--- config.mk ---
export PLATFORM = sky130hd
export DESIGN_NAME = ps2_host_tx
export DESIGN_NICKNAME = d
export VERILOG_FILES = /design/src/rtl/ps2_host_tx.sv
export SDC_FILE = /design/constraint.sdc
export NUM_CORES = 1
export LEC_CHECK = 0
export BUFFER_PORTS_ARGS = -buffer_cell sky130_fd_sc_hd__buf_2
export CAP_MARGIN = 20
export CORE_MARGIN = 4
export CORE_UTILIZATION = 57
export CTS_BUF_LIST = sky130_fd_sc_hd__clkbuf_4
export CTS_CLUSTER_DIAMETER = 60
export DETAILED_ROUTE_END_ITERATION = 8
export GPL_ROUTABILITY_DRIVEN = 0
export HOLD_SLACK_MARGIN = 0.03
export PLACE_DENSITY = 0.82
export SLEW_MARGIN = 40
export SYNTH_ARGS = -nofsm -noshare
export SYNTH_HDL_FRONTEND = slang
export SYNTH_SLANG_ARGS = --single-unit
--- constraint.sdc ---
create_clock -name CLOCK -period 2 [get_ports CLOCK]
set_input_delay 0.1 -clock CLOCK [delete_from_list [all_inputs] [get_ports CLOCK]]
set_output_delay 0.1 -clock CLOCK [all_outputs]
set_load 0.05 [all_outputs]
--- src/rtl/ps2_host_tx.sv ---
// PS/2 host-to-device transmitter: inhibits the bus, issues a request-to-send, shifts out one
// 11-bit frame on device-generated clock falls, checks the device ACK, then waits for an idle bus.
module ps2_host_tx #(
    parameter int INHIBIT_CYCLES = 640,
    parameter int TIMEOUT_CYCLES = 131072,
    parameter int FILTER_LEN     = 4
) (
    input  logic       CLOCK,
    input  logic       RESET_N,
    input  logic [7:0] tx_data,
    input  logic       tx_start,
    output logic       tx_ready,
    output logic       tx_active,
    output logic       tx_done,
    output logic       tx_error,
    output logic [1:0] err_code,
    input  logic       ps2_clk_in,
    input  logic       ps2_data_in,
    output logic       ps2_clk_oe,
    output logic       ps2_data_oe
);

    localparam int MAX_CNT = (INHIBIT_CYCLES > TIMEOUT_CYCLES) ? INHIBIT_CYCLES : TIMEOUT_CYCLES;
    localparam int CW      = $clog2(MAX_CNT + 1);
    localparam int FW      = $clog2(FILTER_LEN + 1);

    // REQ is the last cycle of the inhibit window, so ps2_clk is held low INHIBIT_CYCLES in total.
    localparam logic [CW-1:0] INH_LAST = CW'(INHIBIT_CYCLES - 2);
    localparam logic [CW-1:0] TO_LAST  = CW'(TIMEOUT_CYCLES - 1);
    localparam logic [FW-1:0] FLT_LAST = FW'(FILTER_LEN - 1);
    localparam logic [3:0]    STOP_IDX = 4'd9;

    localparam logic [1:0] ERR_NONE    = 2'b00;
    localparam logic [1:0] ERR_TIMEOUT = 2'b01;
    localparam logic [1:0] ERR_NOACK   = 2'b10;

    typedef enum logic [2:0] {
        S_IDLE,
        S_INHIBIT,
        S_REQ,
        S_SHIFT,
        S_ACK,
        S_WAIT_IDLE,
        S_ERR
    } state_t;

    logic [1:0]    clk_sync_q, data_sync_q;
    logic          filt_q, filt_d;
    logic [FW-1:0] fcnt_q, fcnt_d;
    logic          clk_s, data_s, fall;

    state_t        state_q, state_d;
    logic [CW-1:0] cnt_q, cnt_d;
    logic [3:0]    idx_q, idx_d;
    logic [8:0]    frame_q, frame_d;
    logic          dout_q, dout_d;
    logic [1:0]    err_q, err_d;
    logic          done_q, done_d;
    logic          timed_out;

    assign clk_s  = clk_sync_q[1];
    assign data_s = data_sync_q[1];

    // Both pads idle high through their pull-ups, so the synchronisers reset to 1.
    // NOTE: registers are updated with <= so every flop samples the pre-edge value of its source.
    always_ff @(posedge CLOCK or negedge RESET_N) begin
        if (!RESET_N) begin
            clk_sync_q  <= 2'b11;
            data_sync_q <= 2'b11;
        end else begin
            clk_sync_q  <= {clk_sync_q[0], ps2_clk_in};
            data_sync_q <= {data_sync_q[0], ps2_data_in};
        end
    end

    // NOTE: every always_comb output gets a default first, so no path can infer a latch.
    always_comb begin
        filt_d = filt_q;
        fcnt_d = '0;
        if (clk_s != filt_q) begin
            if (fcnt_q == FLT_LAST) begin
                filt_d = clk_s;
            end else begin
                fcnt_d = fcnt_q + 1'b1;
            end
        end
    end

    always_ff @(posedge CLOCK or negedge RESET_N) begin
        if (!RESET_N) begin
            filt_q <= 1'b1;
            fcnt_q <= '0;
        end else begin
            filt_q <= filt_d;
            fcnt_q <= fcnt_d;
        end
    end

    assign fall      = filt_q & ~filt_d;
    assign timed_out = (cnt_q == TO_LAST);

    always_comb begin
        state_d = state_q;
        cnt_d   = cnt_q;
        idx_d   = idx_q;
        frame_d = frame_q;
        dout_d  = dout_q;
        err_d   = err_q;
        done_d  = 1'b0;
        case (state_q)
            S_IDLE: begin
                dout_d = 1'b0;
                if (tx_start) begin
                    frame_d = {~^tx_data, tx_data};
                    err_d   = ERR_NONE;
                    cnt_d   = '0;
                    state_d = S_INHIBIT;
                end
            end
            S_INHIBIT: begin
                if (cnt_q == INH_LAST) begin
                    cnt_d   = '0;
                    dout_d  = 1'b1;
                    state_d = S_REQ;
                end else begin
                    cnt_d = cnt_q + 1'b1;
                end
            end
            S_REQ: begin
                cnt_d   = '0;
                idx_d   = '0;
                state_d = S_SHIFT;
            end
            S_SHIFT: begin
                if (fall) begin
                    cnt_d  = '0;
                    idx_d  = idx_q + 4'd1;
                    dout_d = (idx_q == STOP_IDX) ? 1'b0 : ~frame_q[idx_q];
                    if (idx_q == STOP_IDX) begin
                        state_d = S_ACK;
                    end
                end else if (timed_out) begin
                    dout_d  = 1'b0;
                    err_d   = ERR_TIMEOUT;
                    state_d = S_ERR;
                end else begin
                    cnt_d = cnt_q + 1'b1;
                end
            end
            S_ACK: begin
                if (fall) begin
                    cnt_d = '0;
                    if (!data_s) begin
                        state_d = S_WAIT_IDLE;
                    end else begin
                        err_d   = ERR_NOACK;
                        state_d = S_ERR;
                    end
                end else if (timed_out) begin
                    err_d   = ERR_TIMEOUT;
                    state_d = S_ERR;
                end else begin
                    cnt_d = cnt_q + 1'b1;
                end
            end
            S_WAIT_IDLE: begin
                if (filt_q && data_s) begin
                    cnt_d   = '0;
                    done_d  = 1'b1;
                    state_d = S_IDLE;
                end else if (timed_out) begin
                    err_d   = ERR_TIMEOUT;
                    state_d = S_ERR;
                end else begin
                    cnt_d = cnt_q + 1'b1;
                end
            end
            S_ERR: begin
                cnt_d   = '0;
                dout_d  = 1'b0;
                state_d = S_IDLE;
            end
            default: begin
                dout_d  = 1'b0;
                state_d = S_IDLE;
            end
        endcase
    end

    always_ff @(posedge CLOCK or negedge RESET_N) begin
        if (!RESET_N) begin
            state_q <= S_IDLE;
            cnt_q   <= '0;
            idx_q   <= '0;
            frame_q <= '0;
            dout_q  <= 1'b0;
            err_q   <= ERR_NONE;
            done_q  <= 1'b0;
        end else begin
            state_q <= state_d;
            cnt_q   <= cnt_d;
            idx_q   <= idx_d;
            frame_q <= frame_d;
            dout_q  <= dout_d;
            err_q   <= err_d;
            done_q  <= done_d;
        end
    end

    assign ps2_clk_oe  = (state_q == S_INHIBIT) || (state_q == S_REQ);
    assign ps2_data_oe = dout_q;
    assign tx_ready    = (state_q == S_IDLE);
    assign tx_active   = (state_q != S_IDLE);
    assign tx_done     = done_q;
    assign tx_error    = (state_q == S_ERR);
    assign err_code    = err_q;

endmodule

==> results.txt <==
----------------------------------------------------
[Die]
  Boundary Pins ... 21
  Die outline area ... 6410 µm²
  Height of the die ... 80.1 µm
  Initial Util ... 0.607
  Placeable core area ... just under 5000 µm²
  FP Rows ... 25
  Die Span X ... 80.1 µm

[Global routing]
  Total global routing overflow ... 0
  Number of global-route vias before repair ... 2679
  Global-route usage over all layers ... 0.266
  Global-route wire length before repair ... 13400 µm
  Largest net degree at the start of global routing ... 25
  Antenna violations before repair ... 0

[Worst setup path]
  Cell family contributing the most delay on the critical path ... simple AND/OR/NAND/NOR gates
  Critical Setup Path Class ... flip-flop to flip-flop
  WP data required ... 2.27 ns
  Maximum fanout count along the critical path ... 17
  CP max stage delay ... 0.47 ns
  Crit path buffers/inverters ... 1
  Critical path cell sequence ... nor4_1 -> and3_1 -> a31oi_4 -> buf_6 -> o31ai_1 -> o22ai_1
  Startpoint type of the worst setup path ... flip-flop
  Capture point of the worst reg-to-reg path ... cnt_q[4]
  Minimum setup slack among reg-to-reg paths ... -0.04 ns
  Critical path capture point type ... flip-flop
  Cell count of the worst reg-to-reg path ... 6
  Cell at the slowest stage of the critical path ... dfrtp_1
  Arrival time of data at the critical path endpoint ... around 2.3 ns
  Startpoint of the worst-slack reg-to-reg timing path ... cnt_q[7]

[Detailed routing]
  Detailed-route vias per instance ... roughly 6.7
  Final routed DRC violation total ... 0
  Wire length per cell after detailed routing ... about 19 µm
  DRT antenna net count ... 0
  Via Count ... 2907
  Drt first-iter violations ... 429
  Total length of routed wires ... 8480 µm
  Number of iterations in the first detailed-routing pass ... 5

[Min path]
  Type of the most critical hold path ... input pin to async pin

[Final layout]
  Synthesis-to-layout area growth ... 24.5%
  Number of diodes added for antenna fixing ... 0
  Layout cells sized above 1 ... 0.335
  Finished Core Util ... 0.755
  Total non-filler cell area in the finished layout ... 3690 µm²
  Layout net count ... 387
  Post-Layout Cell Count ... 437

[Clock network]
  CTS H-Tree Depth ... 2
  Cell chosen for the clock root ... clkbuf_4
  Clock network latency to the later pin of the worst-skew pair ... about 0.37 ns
  Total number of clock tree sinks ... 46
  Worst-path clk slew ... 0.15 ns
  CTS Buffer Depth ... 2
  CTS tree ... yes
  Number of buffers created by CTS ... 5

[Placed design]
  Count of input and output buffers ... 20
  Total placed cells including tap cells ... around 410
  Cell area after placement ... 3380 µm²
  Pre-CTS setup slack ... -0.0210 ns
  Half-perimeter wire length of the detailed placement result ... 5640 µm

[Logic synthesis]
  Distinct cell type count of the synthesized netlist ... just under 70
  Number of instances in the synthesized netlist ... 306
  Post-Syn Area per Cell ... 9.68 µm²
  Syn_nets ... 324
  Number of flops mapped to enable cells by yosys ... 0
  Post-synth ARST share ... 1.00
  Cell area after synthesis ... 2960 µm²
  Synthesis Warnings ... 0
  Leading register cell type out of synthesis ... dfrtp_1
  Flip-flop and latch count after synthesis ... 46
  Post-synthesis sequential area ratio ... 0.391

[Timing]
  Transition time at the pin with the least slew margin ... 0.542 ns
  Slew Limit Fails ... 0
  Final setup skew ... 0.00998 ns
  Relative slew slack ... 0.639
  Min Clock Period, post-route ... 2.04 ns
  Maximum frequency from static timing analysis ... around 500 MHz
  Crit share post-route ... 1.02
  Final worst setup slack ... -0.0376 ns
  Unrepaired setup endpoints after global routing ... true
  Sum of negative setup slack ... -0.108 ns
  Setup violations, final ... 5
  Final Hold Fails ... 0

[Run status]
  Violations in the final reports ... setup timing
  Result of the run ... complete, but fails checks

[Pwr]
  Leakage power total ... 1.53 nW
  Max rail drop VDD ... 0.740 mV
  Power Dens Cells ... 1070 nW/µm²

[Job]
  Max-cap violation count ... 0

----------------------------------------------------
-- placed cells by master (no fill, tap or decap), types with 3 or more instances in the layout --
cell           instances
dfrtp_1               39
buf_4                 37
o21ai_0               22
buf_2                 20
inv_1                 19
nand2_1               18
nor2_1                15
nor3_1                13
dlygate4sd3_1         12
mux2_2                11
nand4_1                9
a211oi_1               9
xnor2_1                8
a21oi_1                8
o22ai_1                8
nand3_1                5
dfstp_2                5
clkbuf_4               5
nor2b_1                4
and4_1                 4
nor4_1                 4
o31ai_1                4
o211ai_1               4
a22oi_1                4
o21bai_1               4
nor3_4                 3
nand2b_1               3
and3_1                 3
a31oi_1                3
ha_1                   3
-- worst max-delay path by stage --
stage / start / endpoint / slack, ns / cells past startpoint
after CTS: cnt_q[1] / cnt_q[17] / 0.01 / 7
after global routing: cnt_q[0] / cnt_q[6] / -0.16 / 8
after detailed placement: cnt_q[1] / cnt_q[14] / -0.02 / 6
after floorplan: cnt_q[1] / ps2_data_oe / 0.06 / 6
after global placement: cnt_q[1] / cnt_q[17] / 0.08 / 7
final: cnt_q[7] / cnt_q[4] / -0.04 / 6
-- cells by family after synthesis --
logic type | after synthesis | share of synthesized area
buffers and inverters | 36 | 0.0558
xor gates and xnor gates | 8 | 0.0237
and+or+nand+nor | 104 | 0.216
DFF | 46 | 0.391
adders and majority gates | 5 | 0.0211
muxes | 14 | 0.0604
AOI/OAI and AO/OA | 93 | 0.232
-- metal layers --
metal,wire length (µm),global-route usage
met5,0,0
met4,304,0.0861
met3,693,0.0415
met2,4040,0.414
met1,3440,0.378
-- metrics by stage --
| step | hold WS [ns] | power [mW] |
|---|---|---|
| after floorplan | -0.196 | 2.65 |
| after global placement | -0.110 | 3.17 |
| after detailed placement | -0.108 | 3.26 |
| after CTS | 0.251 | 3.73 |
| after global routing | 0.284 | 4.15 |
| final | 0.271 | 3.93 |
-- cell type report --
type	instances	area, µm²
Timing Repair Buffer	73	561
Fill cell	340	1190
Clock inverter	3	21.3
Clock buffer	5	37.5
Multi-Input combinational cell	224	1750
Sequential cell	46	1160
Inverter	19	71.3
Tap cell	67	83.8
-- cells in the mapped netlist, drive strengths merged, types with 2 or more instances --
library cell	count	area, µm²
a2111oi	2	42.5
a211oi	11	87.6
a21o	2	15.0
a21oi	8	40.0
a22o	2	17.5
a22oi	6	55.1
a31oi	4	31.3
and2	2	12.5
and3	4	26.3
and4	4	35.0
buf	13	78.8
clkbuf	4	15.0
dfrtp	41	1030
dfstp	5	131
ha	5	62.6
inv	19	71.3
mux2	11	124
mux4	2	45.0
nand2	20	75.1
nand2b	3	18.8
nand3	7	60.1
nand4	10	77.6
nor2	16	60.1
nor2b	4	25.0
nor3	17	113
nor3b	2	15.0
nor4	6	37.5
nor4b	2	17.5
o2111ai	2	17.5
o211ai	5	42.5
o21ai	23	115
o21bai	4	30.0
o22ai	9	62.6
o31ai	5	42.5
or2	2	12.5
xnor2	8	70.1
-- worst register-to-register path, delay by kind of cell (launching register included) --
family                 cells  cell delay [ns]
AO/OA/AOI/OAI              3             0.55
flip-flops                 1             0.47
buffers and inverters      1             0.19
AND/OR/NAND/NOR            2             0.73
-- power by group --
group	internal (mW)	switching (mW)	leakage, nW
Combinational	0.896	1.20	0.921
Sequential	1.16	0.208	0.579
Clock	0.137	0.328	0.0312
-- flip-flops by register name, indices dropped and copies added (netlist names) --
signal	count
clk_sync_q	2
filt_q	1
state_q	3
idx_q	4
ps2_data_oe	1
frame_q	9
data_sync_q	2
err_code	2
tx_done	1
fcnt_q	3
cnt_q	18
-- repair_timing --
action / CTS / global route
hold buffers: 12 / 0
gates resized for setup: 2 / 20
setup endpoints to repair: 2 / 20
endpoints found under the hold margin: 56 / 0
buffers inserted: 0 / 3
pin swaps: 0 / 7
Power figures use the tool's default switching activity.
